## src/rtl/motoro3_pwm_ramp_ctrl_if.sv

```systemverilog
// ---------------------------------------------------------------------------
// motoro3_pwm_ramp_ctrl_if
//
// Configuration handshake between the register block (master) and the
// motoro3 PWM ramp controller (slave). A config is taken on any cycle where
// cfgValid and cfgReady are both high.
//
// Signals:
//   cfgValid  master->slave  new target/step offered
//   cfgTarget master->slave  requested pulse length (plLen units)
//   cfgStep   master->slave  largest plLen change allowed per boundary
//   cfgReady  slave->master  controller can take a config this cycle
// ---------------------------------------------------------------------------
interface motoro3_pwm_ramp_ctrl_if;

    logic        cfgValid;
    logic [15:0] cfgTarget;
    logic [15:0] cfgStep;
    logic        cfgReady;

    // Register block side: offers configs and watches for acceptance
    modport master (
        output cfgValid,
        output cfgTarget,
        output cfgStep,
        input  cfgReady
    );

    // Ramp controller side: consumes configs and reports readiness
    modport slave (
        input  cfgValid,
        input  cfgTarget,
        input  cfgStep,
        output cfgReady
    );

endinterface

```

## src/rtl/motoro3_pwm_ramp_ctrl.sv

```systemverilog
// ---------------------------------------------------------------------------
// motoro3_pwm_ramp_ctrl
//
// Step-synchronous duty scheduler for the motoro3 PWM generator. It owns the
// generator's plLen input and walks it toward a software target by at most
// one step per commutation boundary (m3cntLast1), giving soft-start,
// controlled stop and immediate fault shutdown.
//
// Ports:
//   clk          10 MHz system clock, rising edge
//   rst          synchronous active-high reset
//   en           run request (level)
//   fault        external fault (level), forces FAULT immediately
//   m3cntLast1   one-cycle strobe on the last clock of a commutation step
//   cfg          config handshake (slave modport): cfgValid/cfgTarget/
//                cfgStep in, cfgReady out
//   plLen        pulse length driven to the PWM generator
//   rampBusy     high while ramping or stopping
//   faultLatched high while in FAULT
//   state        current state (IDLE=0 RAMP=1 HOLD=2 STOP=3 FAULT=4)
//
// Build option:
//   M3_RAMP_WATCHDOG_EN  when defined, a boundary watchdog forces FAULT if
//                        no m3cntLast1 arrives within WDOG_CYC clocks while
//                        the motor is meant to be turning.
// ---------------------------------------------------------------------------
module motoro3_pwm_ramp_ctrl #(
    parameter logic [15:0] PL_MAX     = 16'hFFF0,
    parameter logic [15:0] PL_MIN_RUN = 16'd32,
    parameter logic [23:0] WDOG_CYC   = 24'd2_000_000
) (
    input  logic                          clk,
    input  logic                          rst,
    input  logic                          en,
    input  logic                          fault,
    input  logic                          m3cntLast1,
    motoro3_pwm_ramp_ctrl_if.slave        cfg,
    output logic [15:0]                   plLen,
    output logic                          rampBusy,
    output logic                          faultLatched,
    output logic [2:0]                    state
);

    typedef enum logic [2:0] {
        IDLE  = 3'd0,
        RAMP  = 3'd1,
        HOLD  = 3'd2,
        STOP  = 3'd3,
        FAULT = 3'd4
    } stateT;

    stateT       stateQ;
    stateT       stateD;

    logic [15:0] tgt;
    logic [15:0] stp;

    logic        accept;
    logic [15:0] clampTgt;
    logic [15:0] newTgt;
    logic [15:0] newStp;
    logic [15:0] tgtNext;

    logic [16:0] sumUp;
    logic [16:0] upFloor;
    logic [16:0] diffDn;
    logic [15:0] upVal;
    logic [15:0] dnVal;
    logic [15:0] rampVal;
    logic [15:0] stopVal;

    logic        wdogTrip;

    // Config decode. The target is clamped to PL_MAX and any non-zero target
    // below the driver's minimum on-time is lifted to PL_MIN_RUN, so every
    // plLen we ever settle on is either 0 or drivable. A zero step would
    // stall the ramp forever, so it is treated as 1. tgtNext is the target
    // as it will be after this edge, used to decide stop/hold transitions.
    always_comb begin
        accept   = cfg.cfgValid & cfg.cfgReady;
        clampTgt = (cfg.cfgTarget > PL_MAX) ? PL_MAX : cfg.cfgTarget;
        newTgt   = ((clampTgt != 16'd0) && (clampTgt < PL_MIN_RUN)) ? PL_MIN_RUN : clampTgt;
        newStp   = (cfg.cfgStep == 16'd0) ? 16'd1 : cfg.cfgStep;
        tgtNext  = accept ? newTgt : tgt;
    end

    // Candidate plLen values for the next boundary, computed with the
    // registered tgt/stp so a config arriving on a boundary only takes
    // effect from the following one. All sums carry a 17th bit: bit 16 of
    // the difference flags underflow, and the sum is compared against tgt
    // before truncation so neither direction can wrap.
    always_comb begin
        sumUp   = {1'b0, plLen} + {1'b0, stp};
        upFloor = (sumUp < {1'b0, PL_MIN_RUN}) ? {1'b0, PL_MIN_RUN} : sumUp;
        upVal   = (upFloor > {1'b0, tgt}) ? tgt : upFloor[15:0];
        diffDn  = {1'b0, plLen} - {1'b0, stp};
        dnVal   = (diffDn[16] || (diffDn[15:0] < tgt)) ? tgt : diffDn[15:0];

        if (plLen < tgt) begin
            rampVal = upVal;
        end else if (plLen > tgt) begin
            rampVal = dnVal;
        end else begin
            rampVal = plLen;
        end

        // While stopping, anything below the minimum on-time is cut to zero
        // rather than driving a pulse the MOS driver cannot honour.
        stopVal = (diffDn[16] || (diffDn[15:0] < PL_MIN_RUN)) ? 16'd0 : diffDn[15:0];
    end

`ifdef M3_RAMP_WATCHDOG_EN
    logic [23:0] wdogCnt;

    // Boundary watchdog: measures clocks since the last m3cntLast1 while the
    // motor should be turning. A stalled rotor or a dead step counter stops
    // the strobes, and we must not keep driving a fixed duty into it. The
    // count saturates at the limit and is parked at zero in IDLE/FAULT.
    always_ff @(posedge clk) begin
        if (rst) begin
            wdogCnt <= 24'd0;
        end else if ((stateQ == IDLE) || (stateQ == FAULT) || m3cntLast1) begin
            wdogCnt <= 24'd0;
        end else if (wdogCnt < WDOG_CYC) begin
            wdogCnt <= wdogCnt + 24'd1;
        end
    end

    assign wdogTrip = ((stateQ == RAMP) || (stateQ == HOLD) || (stateQ == STOP)) &&
                      (wdogCnt >= WDOG_CYC);
`else
    // Without the watchdog FAULT is reached only through the fault input.
    // WDOG_CYC is folded into a constant-false term so the parameter list is
    // the same in both builds.
    assign wdogTrip = 1'b0 & (WDOG_CYC == 24'd0);
`endif

    // State register.
    always_ff @(posedge clk) begin
        if (rst) begin
            stateQ <= IDLE;
        end else begin
            stateQ <= stateD;
        end
    end

    // Next-state logic. Fault (or a watchdog trip) overrides everything and
    // does not wait for a boundary. Losing the run request or a zero target
    // sends RAMP/HOLD into STOP immediately; once in STOP we only leave when
    // plLen has reached zero, so a re-raised en is ignored until IDLE. In
    // RAMP the hold decision compares against tgtNext so a config landing on
    // the same boundary that hits the old target keeps us ramping.
    always_comb begin
        stateD = stateQ;
        if (fault || wdogTrip) begin
            stateD = FAULT;
        end else begin
            unique case (stateQ)
                IDLE: begin
                    if (en && (tgt != 16'd0)) begin
                        stateD = RAMP;
                    end
                end
                RAMP: begin
                    if (!en || (tgtNext == 16'd0)) begin
                        stateD = STOP;
                    end else if (m3cntLast1 && (rampVal == tgtNext)) begin
                        stateD = HOLD;
                    end
                end
                HOLD: begin
                    if (!en || (tgtNext == 16'd0)) begin
                        stateD = STOP;
                    end else if (accept && (newTgt != plLen)) begin
                        stateD = RAMP;
                    end
                end
                STOP: begin
                    if ((plLen == 16'd0) || (m3cntLast1 && (stopVal == 16'd0))) begin
                        stateD = IDLE;
                    end
                end
                FAULT: begin
                    if (!en) begin
                        stateD = IDLE;
                    end
                end
                default: begin
                    stateD = FAULT;
                end
            endcase
        end
    end

    // Outputs decoded purely from the registered state, so cfgReady drops
    // in the first cycle spent in STOP or FAULT.
    always_comb begin
        cfg.cfgReady = (stateQ == IDLE) || (stateQ == RAMP) || (stateQ == HOLD);
        rampBusy     = (stateQ == RAMP) || (stateQ == STOP);
        faultLatched = (stateQ == FAULT);
        state        = stateQ;
    end

    // Datapath registers. A FAULT entry zeroes plLen and forgets the target
    // so recovery needs a fresh config. Otherwise plLen only moves on a
    // boundary: ramp updates are skipped when the same edge leaves for STOP
    // (en fell or target went to zero), and STOP decrements toward zero.
    always_ff @(posedge clk) begin
        if (rst) begin
            plLen <= 16'd0;
            tgt   <= 16'd0;
            stp   <= 16'd1;
        end else if (stateD == FAULT) begin
            plLen <= 16'd0;
            tgt   <= 16'd0;
        end else begin
            if (accept) begin
                tgt <= newTgt;
                stp <= newStp;
            end
            unique case (stateQ)
                IDLE, FAULT: begin
                    plLen <= 16'd0;
                end
                RAMP: begin
                    if (m3cntLast1 && (stateD != STOP)) begin
                        plLen <= rampVal;
                    end
                end
                STOP: begin
                    if (m3cntLast1) begin
                        plLen <= stopVal;
                    end
                end
                default: begin
                    plLen <= plLen;
                end
            endcase
        end
    end

endmodule
```

## src/flat_wrapper.sv

```systemverilog
// flat-port wrapper written by rule: the top's interface ports become plain ports
module motoro3_pwm_ramp_ctrl_flat 
#(
    parameter logic [15:0] PL_MAX     = 16'hFFF0,
    parameter logic [15:0] PL_MIN_RUN = 16'd32,
    parameter logic [23:0] WDOG_CYC   = 24'd2_000_000
)
  (clk, rst, en, fault, m3cntLast1, plLen, rampBusy, faultLatched, state, cfg_cfgValid, cfg_cfgTarget, cfg_cfgStep, cfg_cfgReady);
  motoro3_pwm_ramp_ctrl_if cfg_i ();
  input  logic clk;
  input  logic rst;
  input  logic en;
  input  logic fault;
  input  logic m3cntLast1;
  output logic [15:0] plLen;
  output logic rampBusy;
  output logic faultLatched;
  output logic [2:0] state;
  input wire logic [$bits(cfg_i.cfgValid)-1:0] cfg_cfgValid;
  input wire logic [$bits(cfg_i.cfgTarget)-1:0] cfg_cfgTarget;
  input wire logic [$bits(cfg_i.cfgStep)-1:0] cfg_cfgStep;
  output wire logic [$bits(cfg_i.cfgReady)-1:0] cfg_cfgReady;
  assign cfg_i.cfgValid = cfg_cfgValid;
  assign cfg_i.cfgTarget = cfg_cfgTarget;
  assign cfg_i.cfgStep = cfg_cfgStep;
  assign cfg_cfgReady = cfg_i.cfgReady;
  motoro3_pwm_ramp_ctrl #(.PL_MAX(PL_MAX), .PL_MIN_RUN(PL_MIN_RUN), .WDOG_CYC(WDOG_CYC)) u_core (.clk(clk), .rst(rst), .en(en), .fault(fault), .m3cntLast1(m3cntLast1), .cfg(cfg_i), .plLen(plLen), .rampBusy(rampBusy), .faultLatched(faultLatched), .state(state));
endmodule
```

## config.mk

```make
export PLATFORM = sky130hd
export DESIGN_NAME = motoro3_pwm_ramp_ctrl_flat
export DESIGN_NICKNAME = d
export VERILOG_FILES = /design/src/rtl/motoro3_pwm_ramp_ctrl_if.sv /design/src/rtl/motoro3_pwm_ramp_ctrl.sv /design/src/flat_wrapper.sv
export SDC_FILE = /design/constraint.sdc
export NUM_CORES = 1
export LEC_CHECK = 0
export BUFFER_PORTS_ARGS = -buffer_cell sky130_fd_sc_hd__buf_2
export CAP_MARGIN = 20
export CORE_AREA = 2 2 114 116
export CTS_BUF_LIST = sky130_fd_sc_hd__clkbuf_8
export DETAILED_ROUTE_END_ITERATION = 8
export DIE_AREA = 0 0 116 118
export PLACE_DENSITY = 0.73
export RECOVER_POWER = 100
export SYNTH_ARGS = -nofsm -noshare
export SYNTH_HDL_FRONTEND = slang
export SYNTH_SLANG_ARGS = --single-unit
```

## constraint.sdc

```tcl
create_clock -name clk -period 6.7 [get_ports clk]
set_input_delay 0.67 -clock clk [delete_from_list [all_inputs] [get_ports clk]]
set_output_delay 0.67 -clock clk [all_outputs]
set_load 0.01 [all_outputs]
```

Yosys cells after proc, flatten, opt, wreduce, memory -nomap -nowiden
Index checks and enable logic that the tools add are counted.
{ "classes": {"magnitude_cmp": 8, "bitwise": 2, "n_addsub": 2, "n_eq_ne": 10, "mux": 22, "n_reduce_logical": 26} }
{ "ops": {"columns": ["operator", "n"], "rows": [
  ["16-bit two-way mux", 11],
  ["16-bit zero test", 4],
  ["16-bit case mux with 3 select lines", 1],
  ["16-bit < comparator", 2],
  ["16-bit by 6-bit < comparator with 1-bit output, second input constant", 2],
  ["16-bit nonzero test", 2],
  ["3-bit two-way mux", 8],
  ["16-bit by 16-bit adder with 17-bit output", 1],
  ["17-bit by 16-bit greater-than comparator with 1-bit output", 1],
  ["17-bit by 6-bit < comparator with 1-bit output, second input constant", 1],
  ["17-bit two-way mux", 1],
  ["16-bit by 16-bit subtractor with 17-bit output", 1],
  ["16-bit == test", 1],
  ["16-bit greater-than comparator", 1],
  ["16-bit greater-than comparator, second input constant", 1],
  ["16-bit != test", 1],
  ["3-bit case mux with 5 select lines", 1],
  ["1-bit logical OR", 7],
  ["3-bit by 2-bit == test with 1-bit output, second input constant", 2],
  ["3-bit == test, second input constant", 2],
  ["1-bit logical AND", 6],
  ["2-bit != test, second input constant", 2],
  ["2-bit OR reduction", 2],
  ["3-bit by 1-bit == test with 1-bit output, second input constant", 1],
  ["other kinds (8)", 8]
]} }
{ "word_totals": {"output_inout_bits": 22, "input_bits": 38, "wordCells": 74, "ff_bits": 51} }

Depth between registers and ports, before layout
{ "depth": {"ltp_word": 16, "mapped_depth": 29, "ltp_nobuf": 26} }

Worst setup path before layout
OpenSTA, ideal clock, no wires.
{ "synth_timing": {"path_type": "reg2reg", "start": "reg u_core.plLen[1]", "end": "reg u_core.stateQ[0] (netlist: u_core.state[0])", "path_buffers": 2, "arrival_time_ns": 6.103, "setup_ns": 0.116, "path_slack_ns": 0.481, "required_time_ns": 6.584, "path_stages_with_launch": 27, "synth_period_minus_slack_ns": 6.219, "cell_sequence": "dfxtp_1 > inv_1 > fa_1 > nor2_1 > o221ai_1 > o211ai_2 > xor2_1 > nand3_1 > a2111oi_2 > nand4_1 > buf_2 > and2_1 > ha_1 > nand3_1 > or4_1 > mux2i_1 > a21o_1 > and3_1 > buf_6 > mux2_4 > a32oi_1 > nand4_1 > a2111o_1 > or4_1 > nor4_1 > nand4_1 > o211a_1"} }
{ "synth_between": {"elab_chain_len": 12, "word_cells_on_any_way": 31, "cone_classes": "2 x add/sub; 6 x order compare; 2 x eq/ne; 13 x mux; 8 x reduce/logical"} }
{ "synth_rtl": {"columns": ["element", "line_no", "rtl"], "rows": [
  ["start: declaration", "motoro3_pwm_ramp_ctrl.sv:38", "output logic [15:0] plLen,"],
  ["start signal: assignment", "motoro3_pwm_ramp_ctrl.sv:227", "plLen <= rampVal;"],
  ["start signal: assignment", "motoro3_pwm_ramp_ctrl.sv:232", "plLen <= stopVal;"],
  ["start signal: assignment", "motoro3_pwm_ramp_ctrl.sv:236", "plLen <= plLen;"],
  ["16-bit by 16-bit adder with 17-bit output / 16-bit by 16-bit subtractor with 17-bit output (equally long branches)", "motoro3_pwm_ramp_ctrl.sv:93, motoro3_pwm_ramp_ctrl.sv:96", null],
  ["17-bit by 6-bit < comparator with 1-bit output / 16-bit < comparator (equally long branches)", "motoro3_pwm_ramp_ctrl.sv:94, motoro3_pwm_ramp_ctrl.sv:97", null],
  ["17-bit two-way mux / 1-bit logical OR (equally long branches)", "motoro3_pwm_ramp_ctrl.sv:94, motoro3_pwm_ramp_ctrl.sv:97", null],
  ["17-bit by 16-bit greater-than comparator with 1-bit output / 16-bit two-way mux (equally long branches)", "motoro3_pwm_ramp_ctrl.sv:95, motoro3_pwm_ramp_ctrl.sv:97", null],
  ["16-bit two-way mux (on tied branches)", "motoro3_pwm_ramp_ctrl.sv:95, motoro3_pwm_ramp_ctrl.sv:101", null],
  ["16-bit two-way mux", "motoro3_pwm_ramp_ctrl.sv:99", "if (plLen < tgt) begin"],
  ["16-bit == test", "motoro3_pwm_ramp_ctrl.sv:167", "end else if (m3cntLast1 && (rampVal == tgtNext)) begin"],
  ["1-bit logical AND", "motoro3_pwm_ramp_ctrl.sv:167", null],
  ["3-bit two-way mux", "motoro3_pwm_ramp_ctrl.sv:167", null],
  ["3-bit two-way mux", "motoro3_pwm_ramp_ctrl.sv:165", "if (!en || (tgtNext == 16'd0)) begin"],
  ["3-bit case mux with 5 select lines (*)", "motoro3_pwm_ramp_ctrl.sv:158", "unique case (stateQ)"],
  ["3-bit two-way mux (*)", "motoro3_pwm_ramp_ctrl.sv:155", "if (fault || wdogTrip) begin"],
  ["end signal: assignment", "motoro3_pwm_ramp_ctrl.sv:143", "stateQ <= stateD;"],
  ["end: declaration", "motoro3_pwm_ramp_ctrl.sv:52", "stateT stateQ;"]
]} }
Mark *: on every way between the ends. The rest lies on a longest branch, timed or not.
A chain may end at the register's enable or synchronous reset.

Worst setup path in the final report
{ "layout_timing": {"start": "reg u_core.plLen[7]", "end": "reg u_core.stateQ[0] (netlist: u_core.state[0])"} }
The elaborated chain is that of the path after synthesis.

==> flow_metrics.env <==
export IMPL_ant_nets=0
export IMPL_insertedDiodeCount=0
export IMPL_grt_antenna_before_repair=0
export IMPL_grt_pass1_vias=6996
export IMPL_synthTopCellsByCount="nor2_1 (123), nand2_1 (100), a21oi_1 (81), ha_1 (79), o21ai_0 (58)"
export IMPL_fillers=1275
export IMPL_period_share_pct=95.1
export IMPL_num_vias=7780
export IMPL_routedWlPerCell_um=21.5
export IMPL_cp_arrival_ns=6.62
export IMPL_finalSetupTns_ns=0
export IMPL_cpPeakStageDelay_ns=0.55
export IMPL_cts_inserted_buffers=5
export IMPL_rsz0062_at_grt="no"
export IMPL_crit_slowest_cell="a221oi_1"
export IMPL_syn_area_mm2=0.00666
export IMPL_coreArea_mm2=0.0124
export IMPL_worstSetupStartpoint="u_core.plLen[7]"
export IMPL_firstDrtPassIters=7
export IMPL_worstPathMaxFanout=8
export IMPL_synth_most_common_cell="nor2_1"
export IMPL_initial_core_util_pct=53.7
export IMPL_worstHoldPathType="reg -> reg"
export IMPL_vias_per_cell=6.51
export IMPL_synth_cells=952
export IMPL_place_congestion=1.06
export IMPL_worstSkewPairLatency_ns=0.34
export IMPL_design_area_mm2=0.00747
export IMPL_wirelength_mm=25.7
export IMPL_drive_above_1_share_pct=13.0
export IMPL_p_sw_share_pct=42.2
export IMPL_dp_hpwl_mm=20.6
export IMPL_use_met1_pct=50.0
export IMPL_combPwrFrac_pct=46.4
export IMPL_ys_seq_area_share_pct=15.3
export IMPL_power_mw=1.04
export IMPL_gr_usage_met3_pct=7.31
export IMPL_cap_violations=0
export IMPL_synth_edf_count=0
export IMPL_num_nets_final=1142
export IMPL_power_frac_clock_pct=22.9
export IMPL_cts_buffer_depth=2
export IMPL_clk_pin_slew_ns=0.12
export IMPL_max_clock_freq_mhz=157
export IMPL_min_from="u_core.stp[3]"
export IMPL_cp_end_kind="flip-flop"
export IMPL_synthArstFlopShare_pct=0
export IMPL_cts_root_buf="clkbuf_8"
export IMPL_portBuffers=59
export IMPL_worstReg2RegStart="u_core.plLen[7]"
export IMPL_status="completed"
export IMPL_met2_usage_pct=56.5
export IMPL_synth_top_area_share_pct=15.3
export IMPL_worst_pin_slew_ns=1.29
export IMPL_skew_ns=0.0171
export IMPL_power_frac_seq_pct=30.7
export IMPL_syn_to_final_growth_pct=12.1
export IMPL_synthFlopType="dfxtp_1"
export IMPL_dieHeight_um=118
export IMPL_p_int_mw=0.603
export IMPL_switchingPower_mw=0.440
export IMPL_yosys_top_cells_area="dfxtp_1 (15%), ha_1 (15%), nor2_1 (6.9%)"
export IMPL_start_kind="flip-flop"
export IMPL_synth_top_area_cell="dfxtp_1"
export IMPL_grt_pass1_wl_mm=38.9
export IMPL_drc=0
export IMPL_initialDrtViolationCount=898
export IMPL_placed_area_mm2=0.00729
export IMPL_rows=41
export IMPL_die_w_um=116
export IMPL_setup_viol=0
export IMPL_busiest_layer="met2"
export IMPL_p_per_area_mw_per_mm2=140
export IMPL_syn_nets=1071
export IMPL_drv_slew=0
export IMPL_vdd_drop_max_mv=0.109
export IMPL_reg2regPathDepth=25
export IMPL_ctsHtreeMaxLevel=2
export IMPL_hold_violations=0
export IMPL_synth_distinct_cells=84
export IMPL_layout_min_cycle_time_ns=6.37
export IMPL_leakagePower_nw=3.19
export IMPL_cts_tree="built"
export IMPL_cp_data_required_time_ns=6.94
export IMPL_worstSetupPathType="reg -> reg"
export IMPL_gr_total_overflow=0
export IMPL_final_core_util_pct=60.2
export IMPL_dieArea_mm2=0.0137
export IMPL_cts_sinks=51
export IMPL_syn_area_per_cell_um2=7.00
export IMPL_grt_max_degree=37
export IMPL_pin_count=60
export IMPL_track_usage_pct=37.1
export IMPL_hold_depth=2
export IMPL_relSlewSlack_pct=13.6
export IMPL_yosys_warnings=0
export IMPL_synth_seq_cells=51
final cells by class:
type                       count  area, um2  area share [%]
sequential                    51       1030            13.7
multi-input combinational    799       5290            70.8
clock inverter                 3       46.3           0.620
clock buffer                   5       68.8           0.921
tap                          172        215            2.88
inverter                      60        229            3.07
timing repair buffer         106        593            7.94
state kept, by name, indices dropped and copies added, names as in the netlist:
register and count:
u_core.plLen 16, u_core.state 3, u_core.stp 16, u_core.tgt 16
what timing repair did:
item	4_1_cts	5_1_grt
setup endpoints to repair	0	2
hold buffers	0	0
resized for setup	0	21
setup buffers	0	6
per-stage QoR:
stage | worst slack (ns) | hold WS (ns) | instances
2_1_floorplan | 0.481 | 0.453 | 952
3_3_place_gp | 0.130 | 0.463 | 1182
3_5_place_dp | 0.0955 | 0.469 | 1182
4_1_cts | 0.0600 | 0.485 | 1190
5_1_grt | 0.0511 | 0.502 | 1196
6_report | 0.326 | 0.481 | 1196
power by group through the flow:
stage	clock, mW	combinational, mW	sequential, mW
4_1_cts	0.240	0.452	0.320
6_report	0.238	0.484	0.320
5_1_grt	0.248	0.522	0.321
2_1_floorplan	0	0.322	0.323
3_3_place_gp	0	0.450	0.326
3_5_place_dp	0	0.450	0.327
metal layers:
layer | vias up | part of all wire, %
li1 | 3623 | -
met1 | 3565 | 41
met2 | 504 | 43
met3 | 88 | 11
met4 | 0 | 5.0
met5 | - | 0
path summary, 6_finish.rpt:
path | slack, ns | end
max | 0.33 | u_core.state[0]
min | 0.48 | u_core.stp[3]
max reg2reg | 0.33 | u_core.state[0]
min reg2reg | 0.48 | u_core.stp[3]
kinds of logic (layout without fill, tap and decap cells):
| group | count (synthesis) | in the layout | synth area share [%] |
|---|---|---|---|
| XOR/XNOR | 42 | 42 | 5.52 |
| buffers and inverters | 102 | 174 | 6.37 |
| multiplexers | 8 | 8 | 1.31 |
| AND/OR/NAND/NOR | 374 | 374 | 26.8 |
| AO/OA/AOI/OAI | 294 | 294 | 29.2 |
| adder cells (fa/ha/maj) | 81 | 81 | 15.4 |
| flip-flops | 51 | 51 | 15.3 |
placed cells by master (no fill, tap or decap), types with 5 or more instances in the layout:
master / instances
o41ai_1: 7
a22oi_1: 9
buf_4: 35
o21ai_1: 5
clkbuf_1: 20
or3_1: 11
nand4_1: 22
dfxtp_1: 47
xnor2_1: 29
nand3_1: 26
inv_1: 57
or4_1: 5
nand2_1: 100
buf_2: 51
xor2_1: 13
nor3_1: 13
ha_1: 78
o21ai_0: 57
and2_1: 7
a31oi_1: 16
nor2_1: 122
a21oi_1: 81
nor2b_1: 11
o31ai_1: 8
o211ai_1: 12
nor4_1: 15
nand2b_1: 14
a211oi_1: 14
a21o_1: 14
clkbuf_8: 5
worst max-delay path, delay by kind of cell, from the launching register on:
family | cells | cell delay [ns]
fa+ha+maj | 2 | 0.61
simple gates | 11 | 2.10
compound gates | 5 | 1.41
mux | 2 | 0.44
flops | 1 | 0.34
xor+xnor | 2 | 0.57
buf+inv | 3 | 0.82
No activity file was read; power rests on OpenSTA's default activity.
